$ cat config.mk
export PLATFORM = sky130hd
export DESIGN_NAME = fltadd_job_sequencer
export DESIGN_NICKNAME = d
export VERILOG_FILES = /design/src/rtl/fltadd_job_sequencer.sv
export SDC_FILE = /design/constraint.sdc
export NUM_CORES = 1
export LEC_CHECK = 0
export ABC_AREA = 1
export CAP_MARGIN = 20
export CORE_MARGIN = 2
export CORE_UTILIZATION = 51
export CTS_CLUSTER_SIZE = 25
export DETAILED_ROUTE_END_ITERATION = 12
export PLACE_DENSITY_LB_ADDON = 0.08
export SKIP_CTS_REPAIR_TIMING = 1
export SLEW_MARGIN = 20
export SYNTH_ARGS = -nofsm -noshare
export SYNTH_HDL_FRONTEND = slang
export SYNTH_SLANG_ARGS = --single-unit
$ cat constraint.sdc
create_clock -name clk -period 2.8 [get_ports clk]
set_input_delay 0.7 -clock clk [delete_from_list [all_inputs] [get_ports clk]]
set_output_delay 0.7 -clock clk [all_outputs]
set_load 0.005 [all_outputs]
$ cat src/rtl/fltadd_job_sequencer.sv
// fltadd_job_sequencer
//   Sequences half-precision float-add jobs through the top_level program
//   core. Operand pairs are queued in a small FIFO; for each job the core is
//   reset, operands are written to data-memory bytes 8..11, the core is
//   started and watched for ack (or abandoned after TIMEOUT RUN cycles), and
//   the result bytes 13/12 are read back and offered on a valid/ready port.
//
// Ports
//   clk, reset          system clock, synchronous active-high reset
//   job_valid/ready     job request handshake, job_op1/job_op2 operands
//   core_reset/start    drive the core's reset and start, core_ack from core
//   mem_sel             1 = sequencer owns the data-memory port
//   mem_we/addr/wdata   sequencer-side memory write/address
//   mem_rdata           combinational read data for mem_addr
//   res_valid/ready     result handshake; res_data, res_timeout, res_cycles
//   busy                sequencer active or jobs queued
module fltadd_job_sequencer #(
  parameter int DEPTH   = 4,
  parameter int TIMEOUT = 2048
) (
  input  logic        clk,
  input  logic        reset,
  input  logic        job_valid,
  output logic        job_ready,
  input  logic [15:0] job_op1,
  input  logic [15:0] job_op2,
  output logic        core_reset,
  output logic        core_start,
  input  logic        core_ack,
  output logic        mem_sel,
  output logic        mem_we,
  output logic [7:0]  mem_addr,
  output logic [7:0]  mem_wdata,
  input  logic [7:0]  mem_rdata,
  output logic        res_valid,
  input  logic        res_ready,
  output logic [15:0] res_data,
  output logic        res_timeout,
  output logic [15:0] res_cycles,
  output logic        busy
);

  localparam int          AW       = $clog2(DEPTH);
  localparam logic [AW:0] FULL_CNT = DEPTH[AW:0];
  localparam logic [15:0] TMO      = TIMEOUT[15:0];

  typedef enum logic [2:0] {
    IDLE, CRST, LOAD, START, RUN, RDHI, RDLO, OUT
  } state_t;

  state_t state, state_nxt;

  // Job FIFO
  logic [31:0]   fifo_mem [DEPTH];
  logic [AW-1:0] wr_ptr, rd_ptr;
  logic [AW:0]   count, count_nxt;
  logic          push, pop;

  // Working registers
  logic [15:0] op1, op2;
  logic [1:0]  bcnt, bcnt_nxt;
  logic [15:0] cyc, cyc_nxt;

  logic [15:0] res_data_nxt, res_cycles_nxt;
  logic        res_timeout_nxt;

  logic        core_reset_nxt, core_start_nxt, mem_sel_nxt, mem_we_nxt;
  logic [7:0]  mem_addr_nxt, mem_wdata_nxt;

  always_comb begin
    push = job_valid & job_ready;
    pop  = (state == IDLE) && (count != '0);

    case ({push, pop})
      2'b10:   count_nxt = count + (AW+1)'(1);
      2'b01:   count_nxt = count - (AW+1)'(1);
      default: count_nxt = count;
    endcase
  end

  // Next-state and result-register logic
  always_comb begin
    state_nxt       = state;
    bcnt_nxt        = bcnt;
    cyc_nxt         = cyc;
    res_data_nxt    = res_data;
    res_timeout_nxt = res_timeout;
    res_cycles_nxt  = res_cycles;

    case (state)
      IDLE:  if (pop) state_nxt = CRST;
      CRST:  state_nxt = LOAD;
      LOAD: begin
        bcnt_nxt = bcnt + 2'd1;
        if (bcnt == 2'd3) state_nxt = START;
      end
      START: begin
        cyc_nxt   = '0;
        state_nxt = RUN;
      end
      RUN: begin
        cyc_nxt = (cyc == TMO) ? cyc : cyc + 16'd1;
        // ack in the final allowed cycle still counts as a completion
        if (core_ack) begin
          state_nxt      = RDHI;
          res_cycles_nxt = cyc + 16'd1;
        end else if (cyc + 16'd1 == TMO) begin
          state_nxt       = OUT;
          res_timeout_nxt = 1'b1;
          res_data_nxt    = 16'h7E00;
          res_cycles_nxt  = TMO;
        end
      end
      RDHI: begin
        res_data_nxt[15:8] = mem_rdata;
        state_nxt          = RDLO;
      end
      RDLO: begin
        res_data_nxt[7:0] = mem_rdata;
        res_timeout_nxt   = 1'b0;
        state_nxt         = OUT;
      end
      OUT:     if (res_ready) state_nxt = IDLE;
      default: state_nxt = IDLE;
    endcase
  end

  // Outputs are decoded from the next state so the registered outputs line
  // up with the state register rather than lagging it by a cycle.
  always_comb begin
    core_reset_nxt = 1'b0;
    core_start_nxt = 1'b0;
    mem_sel_nxt    = 1'b1;
    mem_we_nxt     = 1'b0;
    mem_addr_nxt   = '0;
    mem_wdata_nxt  = '0;

    case (state_nxt)
      IDLE, CRST: core_reset_nxt = 1'b1;
      LOAD: begin
        mem_we_nxt   = 1'b1;
        mem_addr_nxt = 8'd8 + {6'd0, bcnt_nxt};
        case (bcnt_nxt)
          2'd0:    mem_wdata_nxt = op1[7:0];
          2'd1:    mem_wdata_nxt = op1[15:8];
          2'd2:    mem_wdata_nxt = op2[7:0];
          default: mem_wdata_nxt = op2[15:8];
        endcase
      end
      START: begin
        core_start_nxt = 1'b1;
        mem_sel_nxt    = 1'b0;
      end
      RUN:     mem_sel_nxt  = 1'b0;
      RDHI:    mem_addr_nxt = 8'd13;
      RDLO:    mem_addr_nxt = 8'd12;
      default: ;
    endcase
  end

  // FIFO storage carries no reset; the pointers define its contents
  always_ff @(posedge clk) begin
    if (push) fifo_mem[wr_ptr] <= {job_op1, job_op2};
  end

  always_ff @(posedge clk) begin
    if (reset) begin
      state       <= IDLE;
      wr_ptr      <= '0;
      rd_ptr      <= '0;
      count       <= '0;
      op1         <= '0;
      op2         <= '0;
      bcnt        <= '0;
      cyc         <= '0;
      res_data    <= '0;
      res_timeout <= 1'b0;
      res_cycles  <= '0;
      res_valid   <= 1'b0;
      core_reset  <= 1'b1;
      core_start  <= 1'b0;
      mem_sel     <= 1'b1;
      mem_we      <= 1'b0;
      mem_addr    <= '0;
      mem_wdata   <= '0;
      job_ready   <= 1'b0;
      busy        <= 1'b0;
    end else begin
      state <= state_nxt;
      count <= count_nxt;
      if (push) wr_ptr <= wr_ptr + AW'(1);
      if (pop) begin
        rd_ptr     <= rd_ptr + AW'(1);
        {op1, op2} <= fifo_mem[rd_ptr];
      end
      bcnt        <= bcnt_nxt;
      cyc         <= cyc_nxt;
      res_data    <= res_data_nxt;
      res_timeout <= res_timeout_nxt;
      res_cycles  <= res_cycles_nxt;
      res_valid   <= (state_nxt == OUT);
      core_reset  <= core_reset_nxt;
      core_start  <= core_start_nxt;
      mem_sel     <= mem_sel_nxt;
      mem_we      <= mem_we_nxt;
      mem_addr    <= mem_addr_nxt;
      mem_wdata   <= mem_wdata_nxt;
      job_ready   <= (count_nxt != FULL_CNT);
      busy        <= (state_nxt != IDLE) || (count_nxt != '0);
    end
  end

endmodule

==> results of run 1 <==
## metal layers
metal  share of wire [%]  GRT usage (%)
met1                  46           29.5
met2                  46           35.4
met3                 5.4           3.52
met4                 2.5           6.43
met5                   0              0
## cell usage in the layout (no fill, tap or decap), drive strengths merged
cell	n
clkinv	6
edfxtp	128
dfxtp	112
a311oi	1
clkbuf	36
a211oi	1
o21ai	117
a21oi	55
o21bai	1
clkdlybuf4s50	95
buf	22
a221oi	6
nand3	18
nor2	199
ha	8
xor2	3
bufinv	5
xnor2	2
nand2	166
fa	1
nand3b	2
a31oi	33
nand4	6
nor4	3
conb	4
inv	58
nor3b	1
nor3	4
## final timing paths
| kind | start | end | slack [ns] | cells past startpoint |
|---|---|---|---|---|
| setup reg to reg | cyc[1] | res_data[1] | 0.50 | 14 |
| hold / removal | res_cycles[9] | res_cycles[9] | 0.46 | 2 |
| hold reg to reg | res_cycles[9] | res_cycles[9] | 0.46 | 2 |
| setup / recovery | cyc[1] | res_data[1] | 0.50 | 14 |
## critical path, stage by stage, from the launching register on
cell	delay (ns)
sky130_fd_sc_hd__dfxtp_1	0.38
sky130_fd_sc_hd__ha_1	0.23
sky130_fd_sc_hd__nand3_2	0.14
sky130_fd_sc_hd__nor2_4	0.17
sky130_fd_sc_hd__nand3_1	0.09
sky130_fd_sc_hd__nand2_1	0.07
sky130_fd_sc_hd__nand2_1	0.08
sky130_fd_sc_hd__inv_1	0.06
sky130_fd_sc_hd__nand2_1	0.05
sky130_fd_sc_hd__nor2_1	0.20
sky130_fd_sc_hd__nand3_2	0.16
sky130_fd_sc_hd__nand2_1	0.11
sky130_fd_sc_hd__nand2_1	0.22
sky130_fd_sc_hd__nand2_1	0.14
sky130_fd_sc_hd__a21oi_1	0.08
## synthesized netlist by cell type, types with 6 or more instances
| master | n |
|---|---|
| sky130_fd_sc_hd__a31oi_1 | 33 |
| sky130_fd_sc_hd__dfxtp_1 | 112 |
| sky130_fd_sc_hd__inv_1 | 54 |
| sky130_fd_sc_hd__nand2_1 | 162 |
| sky130_fd_sc_hd__nor2_2 | 13 |
| sky130_fd_sc_hd__edfxtp_1 | 128 |
| sky130_fd_sc_hd__nor2_1 | 183 |
| sky130_fd_sc_hd__a21oi_1 | 55 |
| sky130_fd_sc_hd__nand3_1 | 16 |
| sky130_fd_sc_hd__o21ai_0 | 117 |
| sky130_fd_sc_hd__ha_1 | 8 |
| sky130_fd_sc_hd__clkbuf_1 | 40 |
| sky130_fd_sc_hd__a221oi_1 | 6 |
## power breakdown
group	leakage, nW	internal, mW	switching (mW)
Combinational	1.68	0.773	1.55
Clock	0.442	2.26	1.31
Sequential	2.07	4.13	0.199
## kinds of logic (layout without fill, tap and decap cells)
group	Yosys count	count (layout)	share of synthesized area (%)
AOI/OAI and AO/OA	214	214	12.1
DFF	240	240	64.2
adders and majority gates	9	9	1.27
xor gates and xnor gates	5	5	0.462
buffers and inverters	109	222	4.67
and+or+nand+nor	399	399	17.3
other	1	4	0.0396
## final cells by class
cell class              instances  area share, %
repair buffers                117           9.60
clock inverters                10           1.52
clock buffers                  36           6.28
well taps                     229           2.47
inverters                      59           1.91
flip-flops and latches        240           52.5
multi-input cells             631           25.8
## registers in the layout (all words and copies together), names as in the netlist
register,flops
busy,1
wr_ptr,2
core_start,1
state,3
mem_we,1
core_reset,1
mem_wdata,8
job_ready,1
res_cycles,16
op1,16
res_timeout,1
fifo_mem,128
bcnt,2
mem_addr,4
res_valid,1
op2,16
cyc,16
res_data,16
mem_sel,1
rd_ptr,2
count,3
## stage by stage
stage / cell area (sq um) / utilization, % / hold slack (ns) / std cells / setup WS [ns]
final: 11600 / 64.2 / 0.458 / 1322 / 0.497
after global routing: 11600 / 64.2 / 0.480 / 1322 / 0.253
after CTS: 11600 / 64.2 / 0.462 / 1322 / 0.493
after detailed placement: 10700 / 59.2 / 0.453 / 1276 / 0.141
after global placement: 10700 / 59.2 / 0.448 / 1276 / 0.226
after floorplan: 9490 / - / 0.455 / 980 / 0.0965
==> results by stage, run 1 <==
Flow run:
- The number of violations of the max-capacitance limit is 0.

Logic synthesis:
- The post-synthesis cell type with the largest combined area is sky130_fd_sc_hd__edfxtp_1.
- The unique cell type count in the Yosys netlist is 36.
- The fraction of post-synthesis cell area in the top cell type by area is between 40% and 50%.
- The synthesized design contains ~130 enable-type register cells.
- Of the synthesized area, sequential elements account for roughly 64%.
- Synthesis produced a netlist whose cell count is slightly below 1000.
- The most used flip-flop cell after synthesis is sky130_fd_sc_hd__edfxtp_1.
- After synthesis, the share of flip-flops with an asynchronous set or reset is 0%.
- Each instance of the synthesized netlist takes up on average around 9.7 sq um.
- Synthesis inferred 240 register bits.
- The number of warning messages in the yosys log is 0.
- Sorting the synthesized cells by area gives the leading types as sky130_fd_sc_hd__edfxtp_1, sky130_fd_sc_hd__dfxtp_1, sky130_fd_sc_hd__nor2_1.
- The post-synth design cell area is roughly 9500 sq um.

Pwr:
- The power density over cell area is slightly below 900 nW/um^2.
- The final total power is 10.2 mW.
- The maximum vdd ir drop is 0.545 mV.
- For this design the static power due to leakage is around 4.2 nW.

Clocking:
- Clock-pin slew was measured on the worst setup and hold paths at roughly 0.060 ns.
- The worst-case clock buffer depth is 3.
- The clock root buffer is sky130_fd_sc_hd__clkbuf_16.
- In this run the number of H-tree levels came out at 1.
- The number of CTS-inserted buffers is 25.
- The total number of clock tree sinks is between 200 and 250.
- The CTS tree is done.
- The latest clock arrival within the worst-skew pair is between 0.5 and 0.6 ns.

Global route:
- The global-route total usage across every layer is between 20% and 30%.
- The via count of the first global-routing pass came to 6548.
- The largest net degree at the start of global routing is 67.
- After global routing the overflow that remains totals 0.
- The initial antenna violation count is 0.
- The first-pass GRT wire length is 34100 um.

Critical path:
- STA puts the critical path data required time at 3.18 ns.
- The kind of critical path is reg -> reg.
- The maximum fanout along the worst path is 8.
- The worst setup path is launched from a flip-flop.
- At the worst endpoint, the arrival time is between 2 and 3 ns.
- STA classifies the critical path endpoint as a flip-flop.

Placed design:
- The routability congestion estimate from global placement is between 0.8 and 0.9.
- Input and output buffers added on the ports amount to 96.
- The final HPWL from detailed placement is 13300 um.

Floorplanning:
- Once the floorplan was initialized, standard cells occupied 52.4% of the core.
- The number of I/O pins is ~100.
- The region available for standard cell placement spans about 18000 sq um.
- The die covers a little under 20000 sq um.
- The width of the die is ~140 um.
- Row generation in the floorplan step produced between 40 and 50 rows.
- The die height is roughly 140 um.

Layout:
- The number of nets in the finished design is 1128.
- The sequential cells in the finished layout cover a total of just over 6000 sq um.
- The multi-input combinational cells in the finished layout cover a total of between 2000 and 3000 sq um.
- The repair_antennas step left the layout with diodes totalling 0.
- Counting the fill cells in the layout gives about 1500.
- The fraction of final layout cells sized beyond drive strength 1 is approximately 8.4%.
- The synthesis-to-layout area growth is 22.4%.

STA:
- The final period utilization is approximately 82%.
- Setup repair after global routing left no endpoint under its margin.
- The clock period could shrink to approximately 2.3 ns.
- At the pin with the least slew margin, the transition time is 0.715 ns.
- The number of slew-limit violations in the final report is 0.
- Measured against its own limit, the worst slew margin works out to between 50% and 60%.
- The maximum achievable frequency is roughly 0.43 GHz.
- Setup violations remaining at the end of the flow were counted as 0.
- For the final routed database, the setup TNS stands at 0 ns.
- The worst setup skew after layout is around 0.01 ns.
- The number of hold-slack violations in the final timing report is 0.

Drt:
- Dividing the detail-routed via count by the number of cells gives ~5.3.
- The routed length per instance is 16.0 um.
- After detailed routing, the total wire length is between 20000 and 25000 um.
- After detailed routing, the number of remaining DRC violations is 0.
- The detailed router finished its first iteration with 437 violations.
- Before antenna repair, the detailed router went through 5 iterations.
- The remaining antenna violation count is 0.
- Summing over every cut layer, the via total after detailed routing is approximately 7000.

Outcome:
- The run finished with clean final reports.

Hold path:
- In this run the worst hold path is classified as reg -> reg.
Note: power is estimated with default switching activity, not from simulation.
==> run 2, diff against run 1 <==
==> constraint.sdc (replaced) <==
create_clock -name clk -period 2.05 [get_ports clk]
set_input_delay 0.5125 -clock clk [delete_from_list [all_inputs] [get_ports clk]]
set_output_delay 0.5125 -clock clk [all_outputs]
set_load 0.005 [all_outputs]
==> results by stage, run 2 (synthesis results as in run 1) <==
STA:
- Setup repair after global routing could not meet its margin everywhere.
- The final period utilization is 108%.
- Setup slack on the critical path of the routed design comes to -0.165 ns.
- For the final database, setup skew stands at roughly 0.012 ns.
- The number of hold-slack violations in the final timing report was 0.
- The shortest period the worst path allows is approximately 2.2 ns.
- The aggregate negative setup slack is -1.11 ns.
- Hold timing on the final database bottoms out at a slack of ~0.46 ns.
- The setup-violating endpoint count in the final report is 22.
- The maximum achievable frequency is 0.452 GHz.
- Headroom to the max-slew limit came out at a little under two thirds.
- The number of slew-limit violations in the final report was 0.
- The slew at the pin closest to its max-slew limit is about 0.54 ns.

Floorplanning:
- Measured along the y axis, the die boundary spans around 140 um.
- Measured along the x axis, the die boundary spans 140 um.
- The floorplan die area is about 20000 sq um.
- The initial utilization of the core area, before any placement, comes to 52.4%.
- The number of I/O pins is just over 100.
- Row generation in the floorplan step produced 49 rows.
- The area inside the core boundary is between 15000 and 20000 sq um.

Drt:
- The count of nets left with antenna violations once routing finished came out at 0.
- In the final routed layout, each cell accounts on average for about 16 um.
- Using the TritonRoute via totals, the vias-per-cell ratio works out to roughly 5.3.
- The remaining design rule violation count is 0.
- In this run, the number of DRC markers left after iteration 0 of detailed routing was 390.
- The routed layout has 7214 vias.
- The detailed-routing iteration count for the pre-antenna-repair pass is 5.
- The total routed wirelength is 22200 um.

Clocking:
- CTS built an H-tree with a depth of 1.
- After clock tree synthesis, the clock-pin slew on the worst setup and hold paths is approximately 0.060 ns.
- The total number of clock tree sinks is 240.
- The worst-case clock buffer depth is 3.
- The CTS tree is done.
- Clock latency on the worst-skew pair, taken at its later pin, is roughly 0.52 ns.
- The tree is rooted in a sky130_fd_sc_hd__clkbuf_16.
- The number of CTS-inserted buffers is 25.

Global route:
- The largest net degree at the start of global routing is between 60 and 70.
- The total congestion overflow is 0.
- The first-pass GRT wire length is between 30000 and 40000 um.
- The via count of the first global-routing pass came to a little under 7000.
- The initial antenna violation count came to 0.
- Global routing used roughly 22% of the available tracks.

Outcome:
- The run finished, with violations left.
- The final reports fail on setup timing.

Layout:
- fifo_mem holds more flip-flops than any other register.
- Once layout is complete, the cells apart from fillers number roughly 1400.
- The number of nets in the finished design is roughly 1200.
- The register with the most flip-flops in the layout has 128 of them.
- The fraction of final layout cells sized beyond drive strength 1 is a little under a fifth.
- The repair_antennas step left the layout with diodes totalling 0.
- The final core utilization is between 60% and 70%.
- The count of filler cells inserted in the layout is around 1400.
- The finished cells cover about 12000 sq um.
- The most common library cell in the layout ignoring fill and taps is sky130_fd_sc_hd__nor2_1.
- The synthesis-to-layout area growth is 31.2%.
- In the layout the commonest cells are sky130_fd_sc_hd__nor2_1, sky130_fd_sc_hd__nand2_1, sky130_fd_sc_hd__edfxtp_1.

Pwr:
- The clock network is responsible for between 30% and 40% of the overall power.
- Summing internal, switching and leakage power gives 14.6 mW.
- In this run switching power makes up a little under a third of total power.
- Per report_power, the sequential group accounts for between 40% and 50% of the total.
- The internal power contribution is approximately 10 mW.
- The combinational power share is 28.8%.
- The power density over cell area is between 1000 and 1500 nW/um^2.
- The maximum vdd ir drop is just over 0.8 mV.
- The analysis attributes to net switching a power of roughly 4.6 mW.
- In this run the static leakage power is approximately 4.5 nW.

Hold path:
- The path class of the tightest hold or removal check is reg -> reg.

Critical path:
- STA classifies the critical path startpoint as a flip-flop.
- By startpoint and endpoint, the worst setup path is classified as reg -> reg.
- STA classifies the critical path endpoint as a flip-flop.
- The signal on the critical path passes through nor2_2 > inv_2 > a311oi_4 > ha_2 > inv_2 > fa_2 > nor2_1 > a21oi_2 > nand2_1 > nor3_2 > a21oi_2.
- For this run, the slowest stage of the critical path takes 0.52 ns.
- In this run the worst path has a maximum fanout of 2.
- The data required time at the worst endpoint is between 2 and 2.5 ns.
- At the worst endpoint, the arrival time is ~2.6 ns.
- The critical-path cell with the highest stage delay is sky130_fd_sc_hd__fa_2.

Placed design:
- The placed instance count is between 1000 and 1500.
- Detailed placement finished with a half-perimeter wire length of 13600 um.
- At the placement stage, the worst setup path has a slack of -0.346 ns.
- The routability congestion estimate from global placement is 0.818.
- The number of buffers inserted by port buffering is 96.
- Once placement finished, the instance area stood at between 10000 and 15000 sq um.

Flow run:
- The number of violations of the max-capacitance limit is 0.
## run 2: final timing paths
kind              endpoint  cells after the start          start  slack (ns)
max                   busy                     11       state[1]       -0.16
min          res_cycles[7]                      2  res_cycles[7]        0.46
max reg2reg           busy                     11       state[1]       -0.16
min reg2reg  res_cycles[7]                      2  res_cycles[7]        0.46
## run 2: critical path: cells and delay by family, from the launching register on
kind / cells / cell delay (ns)
adder cells (fa/ha/maj): 2 / 0.74
AO/OA/AOI/OAI: 3 / 0.49
AND/OR/NAND/NOR: 4 / 0.43
flip-flops: 1 / 0.32
buffers and inverters: 2 / 0.10
## run 2: routing by layer
metal	vias up	part of all wire [%]	wire [um]	global-route usage (%)
li1	3601	-	-	-
met1	3393	44	9880	29.0
met2	177	48	10700	38.4
met3	43	5.2	1150	3.62
met4	0	2.4	525	6.27
met5	-	0	0	0
## run 2: power groups by stage
stage / registers [mW] / clock network [mW] / logic [mW]
finish: 5.94 / 4.44 / 4.21
detailed placement: 6.00 / 0 / 3.67
floorplan: 5.94 / 0 / 2.25
global placement: 6.00 / 0 / 3.62
global route: 5.99 / 4.75 / 4.68
CTS: 5.91 / 4.52 / 3.71
## run 2: layout make-up
| type | instances | area, sq um | share of cell area, % |
|---|---|---|---|
| timing repair buffer | 168 | 1640 | 13.2 |
| multi-input combinational | 631 | 3340 | 26.9 |
| timing repair inverter | 1 | 8.76 | 0.0704 |
| inverter | 59 | 245 | 1.97 |
| tap | 229 | 287 | 2.30 |
| clock inverter | 10 | 91.3 | 0.734 |
| clock buffer | 36 | 729 | 5.87 |
| sequential | 240 | 6100 | 49.0 |
